<file path="src/rtl/calc_input_capture.sv">
`default_nettype none
// ============================================================================
// Module      : calc_input_capture
// Description : Input stage for the calculator. Synchronises the raw
//               active-low push-buttons and slide switches, debounces a key
//               press, and on a clean press latches the OP code and both
//               4-bit operands into stable registers with a one-cycle
//               op_valid strobe. The next press is accepted only after a
//               debounced release.
// Revision    : 1.0 - initial release
// ----------------------------------------------------------------------------
// Parameters
//   DEBOUNCE_CYCLES : number of stable cycles needed to accept a press or a
//                     release (minimum 2)
//   CNT_W           : debounce counter width, 2**CNT_W > DEBOUNCE_CYCLES
// Ports
//   CLOCK_50 in   1  system clock, rising edge
//   reset_n  in   1  asynchronous active-low reset
//   key_n    in   3  raw push-buttons, active-low, asynchronous
//   sw       in   8  raw switches: [7:4] operand A, [3:0] operand B
//   op       out  3  captured OP code (active-low pattern as on key_n)
//   a        out  4  captured operand A
//   b        out  4  captured operand B
//   op_valid out  1  one-cycle strobe when op/a/b are updated
//   busy     out  1  high whenever the FSM is not idle
// ============================================================================
module calc_input_capture #(
  parameter int DEBOUNCE_CYCLES = 500000,
  parameter int CNT_W           = 19
) (
  input  logic       CLOCK_50,
  input  logic       reset_n,
  input  logic [2:0] key_n,
  input  logic [7:0] sw,
  output logic [2:0] op,
  output logic [3:0] a,
  output logic [3:0] b,
  output logic       op_valid,
  output logic       busy
);

  localparam logic [2:0]       KEYS_UP   = 3'b111;
  localparam logic [CNT_W-1:0] CNT_LAST  = CNT_W'(DEBOUNCE_CYCLES - 1);
  localparam logic [CNT_W-1:0] CNT_MAX   = {CNT_W{1'b1}};

  localparam logic [2:0] S_IDLE    = 3'd0;
  localparam logic [2:0] S_SETTLE  = 3'd1;
  localparam logic [2:0] S_CAPTURE = 3'd2;
  localparam logic [2:0] S_HELD    = 3'd3;
  localparam logic [2:0] S_RELEASE = 3'd4;

  logic [2:0]       key_meta;
  logic [2:0]       ks;
  logic [7:0]       sw_meta;
  logic [7:0]       ss;

  logic [2:0]       state;
  logic [2:0]       state_next;
  logic [2:0]       cand;
  logic [CNT_W-1:0] cnt;

  logic             cnt_clr;
  logic             cnt_inc;
  logic             cand_load;
  logic             capture;

  // --------------------------------------------------------------------------
  // Two-flop synchronisers; everything downstream looks only at ks/ss.
  // --------------------------------------------------------------------------
  always_ff @(posedge CLOCK_50 or negedge reset_n) begin
    if (!reset_n) begin
      key_meta <= KEYS_UP;
      ks       <= KEYS_UP;
      sw_meta  <= 8'h00;
      ss       <= 8'h00;
    end else begin
      key_meta <= key_n;
      ks       <= key_meta;
      sw_meta  <= sw;
      ss       <= sw_meta;
    end
  end

  // --------------------------------------------------------------------------
  // FSM: state register
  // --------------------------------------------------------------------------
  always_ff @(posedge CLOCK_50 or negedge reset_n) begin
    if (!reset_n) begin
      state <= S_IDLE;
    end else begin
      state <= state_next;
    end
  end

  // --------------------------------------------------------------------------
  // FSM: next state and counter/candidate control
  // --------------------------------------------------------------------------
  always_comb begin
    state_next = state;
    cnt_clr    = 1'b0;
    cnt_inc    = 1'b0;
    cand_load  = 1'b0;
    case (state)
      S_IDLE: begin
        if (ks != KEYS_UP) begin
          cand_load  = 1'b1;
          cnt_clr    = 1'b1;
          state_next = S_SETTLE;
        end
      end
      S_SETTLE: begin
        if (ks == cand) begin
          if (cnt == CNT_LAST) begin
            state_next = S_CAPTURE;
          end else begin
            cnt_inc = 1'b1;
          end
        end else if (ks == KEYS_UP) begin
          // Bounce or too-short press: abandon without output.
          state_next = S_IDLE;
        end else begin
          // Key combination changed while settling: restart on the new one.
          cand_load = 1'b1;
          cnt_clr   = 1'b1;
        end
      end
      S_CAPTURE: begin
        state_next = S_HELD;
      end
      S_HELD: begin
        if (ks == KEYS_UP) begin
          cnt_clr    = 1'b1;
          state_next = S_RELEASE;
        end
      end
      S_RELEASE: begin
        if (ks != KEYS_UP) begin
          state_next = S_HELD;
        end else if (cnt == CNT_LAST) begin
          state_next = S_IDLE;
        end else begin
          cnt_inc = 1'b1;
        end
      end
      default: begin
        state_next = S_IDLE;
      end
    endcase
  end

  // --------------------------------------------------------------------------
  // FSM: outputs
  // The capture strobe fires on the edge that enters CAPTURE, so op/a/b and
  // op_valid change together and op_valid is high for exactly the one cycle
  // the FSM spends in CAPTURE.
  // --------------------------------------------------------------------------
  always_comb begin
    capture = (state == S_SETTLE) && (ks == cand) && (cnt == CNT_LAST);
    busy    = (state != S_IDLE);
  end

  // --------------------------------------------------------------------------
  // Debounce counter (saturating) and press candidate
  // --------------------------------------------------------------------------
  always_ff @(posedge CLOCK_50 or negedge reset_n) begin
    if (!reset_n) begin
      cnt  <= '0;
      cand <= KEYS_UP;
    end else begin
      if (cnt_clr) begin
        cnt <= '0;
      end else if (cnt_inc && (cnt != CNT_MAX)) begin
        cnt <= cnt + 1'b1;
      end
      if (cand_load) begin
        cand <= ks;
      end
    end
  end

  // --------------------------------------------------------------------------
  // Captured operation registers; they change only on an accepted press.
  // --------------------------------------------------------------------------
  always_ff @(posedge CLOCK_50 or negedge reset_n) begin
    if (!reset_n) begin
      op       <= KEYS_UP;
      a        <= 4'd0;
      b        <= 4'd0;
      op_valid <= 1'b0;
    end else begin
      op_valid <= capture;
      if (capture) begin
        op <= cand;
        a  <= ss[7:4];
        b  <= ss[3:0];
      end
    end
  end

endmodule
`default_nettype wire
</file>
<file path="config.mk">
export PLATFORM = sky130hd
export DESIGN_NAME = calc_input_capture
export DESIGN_NICKNAME = d
export VERILOG_FILES = /design/src/rtl/calc_input_capture.sv
export SDC_FILE = /design/constraint.sdc
export NUM_CORES = 1
export LEC_CHECK = 0
export BUFFER_PORTS_ARGS = -buffer_cell sky130_fd_sc_hd__buf_2
export CORE_ASPECT_RATIO = 0.8
export CORE_MARGIN = 8
export CORE_UTILIZATION = 45
export DETAILED_ROUTE_END_ITERATION = 8
export HOLD_SLACK_MARGIN = 0.06
export SYNTH_ARGS = -nofsm -noshare
export SYNTH_HDL_FRONTEND = slang
export SYNTH_SLANG_ARGS = --single-unit
</file>
<file path="constraint.sdc">
create_clock -name CLOCK_50 -period 2.34 [get_ports CLOCK_50]
set_input_delay 0.468 -clock CLOCK_50 [delete_from_list [all_inputs] [get_ports CLOCK_50]]
set_output_delay 0.468 -clock CLOCK_50 [all_outputs]
set_load 0.005 [all_outputs]
</file>
==> Yosys cells after proc, flatten, opt, wreduce, memory -nomap -nowiden <==
Index checks and enable logic that the tools add are counted.
{ "totals": {"regBits": 59, "in_bits": 13, "output_inout_bits": 13, "wordCells": 53} }
{ "op_classes": {"n_addsub": 1, "n_eq_ne": 14, "mux": 20, "reduce_logical": 7} }
{ "ops": {"columns": ["cell", "n"], "rows": [
  ["19-bit two-way mux", 2],
  ["3-bit two-way mux", 7],
  ["19-bit by 1-bit adder with 19-bit output (second input constant)", 1],
  ["19-bit == test (second input constant)", 1],
  ["19-bit inequality test (second input constant)", 1],
  ["3-bit one-hot mux with 5 select lines", 1],
  ["3-bit inequality test (second input constant)", 4],
  ["1-bit two-way mux", 7],
  ["3-bit by 2-bit == test with 1-bit output (second input constant)", 2],
  ["3-bit == test (second input constant)", 2],
  ["5-bit AND reduction", 1],
  ["2-bit inequality test (second input constant)", 2],
  ["1-bit one-hot mux with 2 select lines", 2],
  ["3-bit by 1-bit == test with 1-bit output (second input constant)", 1],
  ["3-bit == test", 1],
  ["1-bit logical AND", 3],
  ["3-bit zero test", 1],
  ["1-bit one-hot mux with 3 select lines", 1],
  ["3-bit nonzero test", 1],
  ["2-bit nonzero test", 1]
]} }

==> Logic depth before layout (Yosys ltp) <==
Gate-level depths: netlist of run 1.
{ "depth": {"depth_word": 7, "ltp_mapped": 8, "depth_no_buf": 6} }

==> Least setup slack after synthesis of run 1 <==
No wires, ideal clock.
{ "synth_timing": {"kind": "register -> register", "startpoint": "reg cnt[0]", "endpoint": "reg a[0]", "setup_time_ps": 125, "arrival_ps": 1880, "required_ps": 2215, "slack_ps": 335, "path_stages_with_launch": 8, "n_path_buf": 1, "synth_period_minus_slack_ps": 2005, "cell_sequence": "dfrtp_1 > ha_1 > and3_1 > and4_1 > nand2_2 > nor4_4 > buf_4 > mux2_2"} }
{ "synth_between": {"elab_chain_cells": 2} }
{ "synth_lines": {"columns": ["element", "line", "source"], "rows": [
  ["start: declaration", "60", "logic [CNT_W-1:0] cnt;"],
  ["start signal: assignment", "173", "cnt <= cnt + 1'b1;"],
  ["19-bit == test", "158", "capture = (state == S_SETTLE) && (ks == cand) && (cnt == CNT_LAST);"],
  ["1-bit logical AND", "158", null],
  ["end signal: assignment", "194", "a <= ss[7:4];"],
  ["end: declaration", "36", "output logic [3:0] a,"]
]} }
No other way between the ends.
A chain may end at the register's enable or synchronous reset.

==> Worst setup path in the final report of run 1 <==
{ "layout_timing": {"startpoint": "reg cnt[0]", "endpoint": "reg b[2]"} }
{ "layout_between": {"elab_chain_cells": 2} }
{ "layout_lines": {"columns": ["element", "line", "source"], "rows": [
  ["19-bit == test", "158", null],
  ["1-bit logical AND", "158", null],
  ["end signal: assignment", "195", "b <= ss[3:0];"],
  ["end: declaration", "37", "output logic [3:0] b,"]
]} }
No other way between the ends.

==> metrics.cfg, run 1 <==
[run_status]
status = completed

[final_layout]
drive_gt1_frac = 0.320
nNetsFinal = 262
synthToLayoutAreaGrowth_pct = 17.9
n_antenna_cell = 0
fin_util = 0.554
fillers = 503

[synthesis]
synth_edf_count = 0
async_flop_share = 1.00
postSynthRegisterBits = 59
yosysWarnings = 0
synthCells = 214
synthFlopType = dfrtp_1
avgSynthCellArea_um2 = 12.0
syn-num-nets = 228
yosysSeqAreaShare = 0.581
yosysUniqueCellTypes = 47
syn_area_mm2 = 0.00257

[setup_path]
path_class = reg2reg
cp_data_required_time_ps = 2550
worstPathMaxFanout = 12
arrival_ps = 2380
rr_worst_depth = 7
end_kind = flop
start_kind = flop

[hold_path]
holdCritPathClass = in2async

[die]
fp.dieW_um = 100
die_y_um = 83.6
start_util = 0.470
num_rows = 24
die-area_mm2 = 0.00839
coreArea_mm2 = 0.00547
pin_count = 26

[placed_design]
gp_congestion = 0.845
dp.final_hpwl_um = 3460
io_buffers = 25

[timing]
slew_headroom = 0.584
fin_skew_ps = 8.61
fin_setup_tns_ps = 0
min_period_ps = 2170
setup_viol = 0
rsz0062_at_grt = no
final_hold_viol_count = 0
slew_viol_final = 0
max_freq_ghz = 0.461
tightestPinTransition_ps = 624
fin_crit_sh = 0.927

[clock_tree]
tritoncts = built
cts_root_buf = clkbuf_8
h-tree-depth = 3
clk_pin_slew_ps = 70
clk_latency_ps = 330
cts_buffers = 9
numClockSinks = 59
cts_buffer_depth = 2
cts_setup_buffers = 0

[global_routing]
grt_pass1_vias = 1797
grt_pass1_wl_um = 8760
grt_max_degree = 34
gr-total-overflow = 0
grt_antenna_before_repair = 0
grt_usage = 0.134

[routing]
ant_nets = 0
wire_per_inst_um = 15.2
drt_iter0_drc = 97
drcViolationCount = 0
viasPerCell = 5.30
via_count = 1754
dr.pass1.iters = 5
wl_um = 5030

[power_and_ir_drop]
vdd_drop_max_mv = 0.508
p_leak_uw = 0.00130
p_per_area_mw_per_mm2 = 751

[flow_run]
drv_cap = 0

-- per-stage QoR --
step                      hold slack (ps)  total power [µW]  setup slack (ps)  instances  area, µm²
after global routing                  174              2390              39.7        331       3030
after detailed placement              336              1270               141        315       2800
after CTS                             149              2310               123        331       3020
after global placement                332              1270               196        315       2800
after floorplan                       172              1200               335        214       2570
final                                 147              2270               170        331       3030
-- area by class of cell --
| type | instances | area, µm² | area share |
|---|---|---|---|
| flip-flops and latches | 59 | 1490 | 0.493 |
| multi-input cells | 143 | 1020 | 0.336 |
| repair buffers | 30 | 179 | 0.0591 |
| clock buffers | 9 | 124 | 0.0409 |
| clock inverters | 7 | 98.8 | 0.0326 |
| well taps | 78 | 97.6 | 0.0322 |
| inverters | 5 | 18.8 | 0.00620 |
-- sequential cells by signal (all words and copies together) (netlist names) --
| register | flops |
|---|---|
| key_meta | 3 |
| op_valid | 1 |
| ss | 8 |
| sw_meta | 8 |
| cnt | 19 |
| state | 3 |
| a | 4 |
| b | 4 |
| ks | 3 |
| op | 3 |
| cand | 3 |
-- cell usage in the layout (no fill, tap or decap), types with 2 or more instances in the layout --
cell	instances
nor3_1	4
nand2_1	21
clkbuf_8	9
mux2_1	3
nor4_4	2
dfstp_2	12
buf_4	3
buf_2	25
nor4_1	9
mux2i_1	8
and3_1	2
nor2_1	5
mux2_2	11
o21ai_0	4
inv_6	2
nand4_1	6
o31ai_1	5
inv_1	5
or4_1	6
or3_1	4
xnor2_1	3
bufinv_16	2
a21oi_1	10
o21a_1	2
nand2b_1	4
dfrtp_1	47
o211ai_1	2
nand3_1	10
and4_1	2
-- final timing paths --
check	start	end	slack, ps
min in group CLOCK_50	key_n[2]	key_meta[2]	240
max	cnt[0]	b[2]	170
max reg2reg	cnt[0]	b[2]	170
min	reset_n	b[0]	150
min reg2reg	sw_meta[2]	ss[2]	350
max in group asynchronous	reset_n	cand[0]	1530
-- per-layer routing --
| metal | vias to the layer above | part of all wire | track usage |
|---|---|---|---|
| met5 | - | 0 | 0 |
| met4 | 0 | 0.014 | 0.0575 |
| met3 | 8 | 0.044 | 0.0467 |
| met2 | 36 | 0.42 | 0.186 |
| met1 | 848 | 0.52 | 0.182 |
| li1 | 862 | - | - |
-- where the power goes --
| part | leakage (µW) | internal (µW) | switching (µW) | total [µW] |
|---|---|---|---|---|
| clock | 0.000110 | 606 | 415 | 1020 |
| sequential | 0.000741 | 1070 | 25.6 | 1090 |
| combinational | 0.000448 | 59.2 | 102 | 161 |
| total | 0.00130 | 1730 | 543 | 2270 |
-- critical path, cell delays in order, from the launching register on --
cell	delay (ps)
dfrtp_1	420
ha_1	220
and3_1	260
and4_1	250
nand2_2	110
nor4_4	230
buf_6	210
mux2_2	350
-- cells by family (layout without fill, tap and decap cells) --
logic type                 Yosys count  in the layout  synth area share
buffers and inverters               12             51            0.0224
muxes                               22             22            0.0926
DFF                                 59             59             0.581
adders and majority gates            1              1           0.00487
and+or+nand+nor                     85             85             0.205
xor gates and xnor gates             3              3            0.0102
AOI/OAI and AO/OA                   32             32            0.0843
-- Yosys cell counts (2+ instances only) --
library cell	instances	share of area
or4_1	6	0.018
o21ai_0	4	0.0078
a21oi_1	10	0.019
and4_1	2	0.0068
o211ai_1	2	0.0058
dfstp_2	12	0.12
dfrtp_1	47	0.46
nor3_1	4	0.0078
o21a_1	2	0.0058
nand2_1	21	0.031
or3_1	4	0.0097
o31ai_1	5	0.015
nand4_1	6	0.015
nor4_1	9	0.022
mux2i_1	8	0.031
nor4_4	2	0.017
mux2_2	11	0.048
nand2b_1	4	0.0097
buf_4	2	0.0058
and3_1	2	0.0049
nor2_1	5	0.0073
xnor2_1	3	0.010
mux2_1	3	0.013
inv_1	5	0.0073
buf_2	4	0.0078
nand3_1	10	0.019
-- what timing repair did --
action | in CTS | in global routing
gates resized for setup | 0 | 1
hold endpoints to repair | 0 | 0
hold buffers | 0 | 0
endpoints found under the setup margin | 0 | 1
No activity file was read; power rests on OpenSTA's default activity.
==> run 2, diff against run 1 <==
--- a/config.mk
+++ b/config.mk
@@ -5,12 +5,14 @@
 export SDC_FILE = /design/constraint.sdc
 export NUM_CORES = 1
 export LEC_CHECK = 0
+export ABC_CLOCK_PERIOD_IN_PS = 2340
 export BUFFER_PORTS_ARGS = -buffer_cell sky130_fd_sc_hd__buf_2
 export CORE_ASPECT_RATIO = 0.8
 export CORE_MARGIN = 8
 export CORE_UTILIZATION = 45
 export DETAILED_ROUTE_END_ITERATION = 8
 export HOLD_SLACK_MARGIN = 0.06
+export RECOVER_POWER = 25
 export SYNTH_ARGS = -nofsm -noshare
 export SYNTH_HDL_FRONTEND = slang
 export SYNTH_SLANG_ARGS = --single-unit
==> run 2 against run 1 <==
The run now ends with capacitance limit left; first-iteration DRC count unchanged; clock power about the same; critical path type unchanged; cell count unchanged; core utilization about the same; via count unchanged; combinational power about the same.
==> metrics.cfg, run 2 (synthesized netlist as in run 1, its figures left out) <==
[final_layout]
drive_gt1_frac = 0.316
mostFrequentLayoutCells = 47 x dfrtp_1, 24 x buf_2, 21 x nand2_1
final_cells = 331
fin_util = 0.554
fillers = 504
synthToLayoutAreaGrowth_pct = 17.9
n_antenna_cell = 0
layout_commonest_cell = dfrtp_1
regMostFlops = cnt
largest_register_ffs = 19
fin_area_mm2 = 0.00303
reg_top3 = cnt x19, ss x8, sw_meta x8
nNetsFinal = 262

[hold_path]
min_to = key_meta[2]
holdPathStages = 1
holdCritPathClass = in2reg
hold_start = key_n[2]

[setup_path]
start_kind = flop
reg2reg_to = b[2]
end_kind = flop
crit_path_top_delay_cell = dfrtp_1
worstPathMaxFanout = 12
path_delay_family = simple AND/OR/NAND/NOR gates
cp_data_required_time_ps = 2550
r2r_slack_ps = 170
rr_worst_depth = 7
max_stage_delay_ps = 420
arrival_ps = 2380
path_cells = ha_1, and3_1, and4_1, nand2_2, nor4_4, buf_6, mux2_2
crit_buf_inv = 1
reg2reg_from = cnt[0]
path_class = reg2reg

[routing]
wire_per_inst_um = 15.2
ant_nets = 0
dr.pass1.iters = 5
drcViolationCount = 0
wl_um = 5020
viasPerCell = 5.30
drt_iter0_drc = 97
via_count = 1754

[global_routing]
grt_antenna_before_repair = 0
gr-total-overflow = 0
grt_pass1_vias = 1797
grt_pass1_wl_um = 8760
grt_usage = 0.134
grt_max_degree = 34

[clock_tree]
h-tree-depth = 3
cts_buffer_depth = 2
tritoncts = built
cts_buffers = 9
cts_root_buf = clkbuf_8
cts_setup_buffers = 0
clk_pin_slew_ps = 70
numClockSinks = 59
clk_latency_ps = 330

[placed_design]
gp_congestion = 0.845
io_buffers = 25
post-place-cells = 315
dp.final_hpwl_um = 3460
placed_area_mm2 = 0.00280

[power_and_ir_drop]
p_leak_uw = 0.00130
p_per_area_mw_per_mm2 = 751
vdd_drop_max_mv = 0.508

[timing]
max_freq_ghz = 0.461
min_period_ps = 2170
fin_crit_sh = 0.927
slew_headroom = 0.00620
final_hold_viol_count = 0
slew_viol_final = 0
fin_skew_ps = 8.61
setup_viol = 0
rsz0062_at_grt = no
tightestPinTransition_ps = 1490
fin_setup_tns_ps = 0

[run_status]
status = finished with violations
violations = capacitance limit

[die]
die_y_um = 83.6
die-area_mm2 = 0.00839
coreArea_mm2 = 0.00547
pin_count = 26
fp.dieW_um = 100
start_util = 0.470
num_rows = 24

[flow_run]
drv_cap = 1

run 2: cell type report:
type	count	area (µm²)	area share
Inverter	5	18.8	0.00620
Timing Repair Buffer	30	178	0.0587
Clock buffer	9	124	0.0409
Sequential cell	59	1490	0.493
Tap cell	78	97.6	0.0322
Multi-Input combinational cell	143	1020	0.337
Clock inverter	7	98.8	0.0327
run 2: timing repair:
| item | in CTS | in global routing |
|---|---|---|
| hold buffers | 0 | 0 |
| resized for setup | 0 | 1 |
| endpoints found under the setup margin | 0 | 1 |
| endpoints found under the hold margin | 0 | 0 |
run 2: through the flow:
stage / setup WS (ps) / total power (µW) / hold WS, ps
after floorplan: 335 / 1200 / 172
after global placement: 196 / 1270 / 332
after detailed placement: 141 / 1270 / 336
after CTS: 123 / 2310 / 149
after global routing: 39.7 / 2390 / 204
final: 170 / 2270 / 235
run 2: power breakdown:
part | internal, µW | switching, µW | total, µW
logic | 59.1 | 102 | 161
clock network | 606 | 415 | 1020
registers | 1070 | 25.6 | 1090
run 2: metal layers:
| metal | global-route usage | wire, µm |
|---|---|---|
| met5 | 0 | 0 |
| met3 | 0.0467 | 223 |
| met2 | 0.186 | 2120 |
| met4 | 0.0575 | 68 |
| met1 | 0.182 | 2610 |
run 2: worst max-delay path by stage:
stage                       start  slack [ps]   end  cells past startpoint
after floorplan            cnt[0]         330  a[0]                      7
after global routing       cnt[0]          40  b[2]                      7
after CTS                  cnt[0]         120  b[2]                      7
final                      cnt[0]         170  b[2]                      7
after detailed placement   cnt[0]         140  b[2]                      7
after global placement    cnt[11]         200  a[0]                      6
==> run 3, diff against run 2 <==
--- a/config.mk
+++ b/config.mk
@@ -12,6 +12,7 @@
 export CORE_UTILIZATION = 45
 export DETAILED_ROUTE_END_ITERATION = 8
 export HOLD_SLACK_MARGIN = 0.06
+export PLACE_DENSITY = 0.71
 export RECOVER_POWER = 25
 export SYNTH_ARGS = -nofsm -noshare
 export SYNTH_HDL_FRONTEND = slang
==> constraint.sdc (replaced) <==
create_clock -name CLOCK_50 -period 2.34 [get_ports CLOCK_50]
set_input_delay 0.468 -clock CLOCK_50 [delete_from_list [all_inputs] [get_ports CLOCK_50]]
set_output_delay 0.468 -clock CLOCK_50 [all_outputs]
set_load 0.02 [all_outputs]
==> run 3 against run 2 <==
Critical path depth down 2; non-clock buffer count up 1; combinational power up 4%; setup slack better by 12 ps; clock power up 15%; register-to-register slack about the same; critical path type unchanged; clock skew up 1.4 ps; the flow now finishes without violations; first-iteration DRC count up 4.1%; core utilization up 0.73 points; via count up 4.0%; routed wire length down 0.64%.
==> metrics.cfg, run 3 (synthesized netlist as in run 1, its figures left out) <==
[routing]
viasPerCell = 5.49
drcViolationCount = 0
drt_iter0_drc = 101
wire_per_inst_um = 15.0
dr.pass1.iters = 4
wl_um = 4990
via_count = 1824
ant_nets = 0

[setup_path]
r2r_slack_ps = 180
worstPathMaxFanout = 17
end_kind = flop
rr_worst_depth = 5
reg2reg_from = ks[0]
start_kind = flop
crit_buf_inv = 0
arrival_ps = 2410
crit_path_top_delay_cell = dfstp_2
cp_data_required_time_ps = 2590
path_delay_family = simple AND/OR/NAND/NOR gates
reg2reg_to = cnt[13]
path_class = reg2reg
path_cells = xnor2_1, nand4_1, a22o_2, or4_1, a21oi_1
max_stage_delay_ps = 560

[die]
start_util = 0.470
die-area_mm2 = 0.00839
fp.dieW_um = 100
num_rows = 24
pin_count = 26
coreArea_mm2 = 0.00547
die_y_um = 83.6

[placed_design]
io_buffers = 25
post-place-cells = 316
dp.final_hpwl_um = 3590
dp_slack_ps = 211
gp_congestion = 0.916

[final_layout]
n_antenna_cell = 0
reg_top3 = cnt x19, ss x8, sw_meta x8
drive_gt1_frac = 0.319
nNetsFinal = 263
regMostFlops = cnt
fin_util = 0.561
final_cells = 332
layout_commonest_cell = dfrtp_1
mostFrequentLayoutCells = 47 x dfrtp_1, 24 x buf_2, 21 x nand2_1
synthToLayoutAreaGrowth_pct = 19.4
largest_register_ffs = 19

[power_and_ir_drop]
power.switching_uw = 534
vdd_drop_max_mv = 0.529
switching_share = 0.220
p_per_area_mw_per_mm2 = 793
combPwrFrac = 0.069
p_clk_frac = 0.482
p_leak_uw = 0.00132
internal_power_uw = 1900
power_frac_seq = 0.449

[timing]
setup_ws_ps = 182
slew_viol_final = 0
fin_setup_tns_ps = 0
fin_crit_sh = 0.922
setup_viol = 0
tightestPinTransition_ps = 1370
rsz0062_at_grt = no
final_hold_viol_count = 0
max_freq_ghz = 0.463
fin_skew_ps = 9.99
min_period_ps = 2160
slew_headroom = 0.0885

[clock_tree]
cts_resized = 0
cts_setup_buffers = 0
tritoncts = built
cts_root_buf = clkbuf_8
clk_latency_ps = 330
cts_buffers = 9
cts_buffer_depth = 2
clk_pin_slew_ps = 70
cts_hold_buf = 0
numClockSinks = 59
h-tree-depth = 3

[global_routing]
grt_pass1_vias = 1799
grt_max_degree = 35
grt_pass1_wl_um = 8600
gr-total-overflow = 0
grt_usage = 0.129
grt_antenna_before_repair = 0

[run_status]
status = completed

[hold_path]
holdPathStages = 1
min_to = key_meta[1]
hold_start = key_n[1]
holdCritPathClass = in2reg

[flow_run]
drv_cap = 0

[run 3: routing by layer]
metal | routed length, µm | up-vias | share of wire | track usage
met2 | 2230 | 67 | 0.45 | 0.180
met5 | 0 | - | 0 | 0
li1 | - | 868 | - | -
met1 | 2340 | 880 | 0.47 | 0.176
met4 | 76 | 0 | 0.015 | 0.0562
met3 | 354 | 9 | 0.071 | 0.0433
[run 3: power by group through the flow]
stage               combinational (µW)  clock (µW)  sequential [µW]
CTS                                169        1200             1090
detailed placement                 168           0             1110
finish                             167        1170             1090
floorplan                          106           0             1100
global route                       186        1240             1100
global placement                   163           0             1110
[run 3: worst max-delay path by stage]
stage | end | start | cells past startpoint
6_report | cnt[13] | ks[0] | 5
5_1_grt | b[2] | cnt[0] | 7
4_1_cts | cnt[13] | ks[0] | 5
3_5_place_dp | cnt[13] | ks[1] | 5
3_3_place_gp | cnt[13] | ks[0] | 5
2_1_floorplan | a[0] | cnt[0] | 7
[run 3: area by class of cell]
cell class / instances / area, µm²
inverters: 5 / 18.8
clock inverters: 5 / 108
well taps: 78 / 97.6
multi-input cells: 143 / 1020
clock buffers: 11 / 151
repair buffers: 31 / 181
fillers: 473 / 2400
flip-flops and latches: 59 / 1490
[run 3: per-stage QoR]
step	cell area, µm²	power, µW	hold slack [ps]
4_1_cts	3070	2460	139
5_1_grt	3070	2520	211
6_report	3070	2430	231
3_3_place_gp	2810	1270	331
2_1_floorplan	2570	1210	172
3_5_place_dp	2810	1280	338
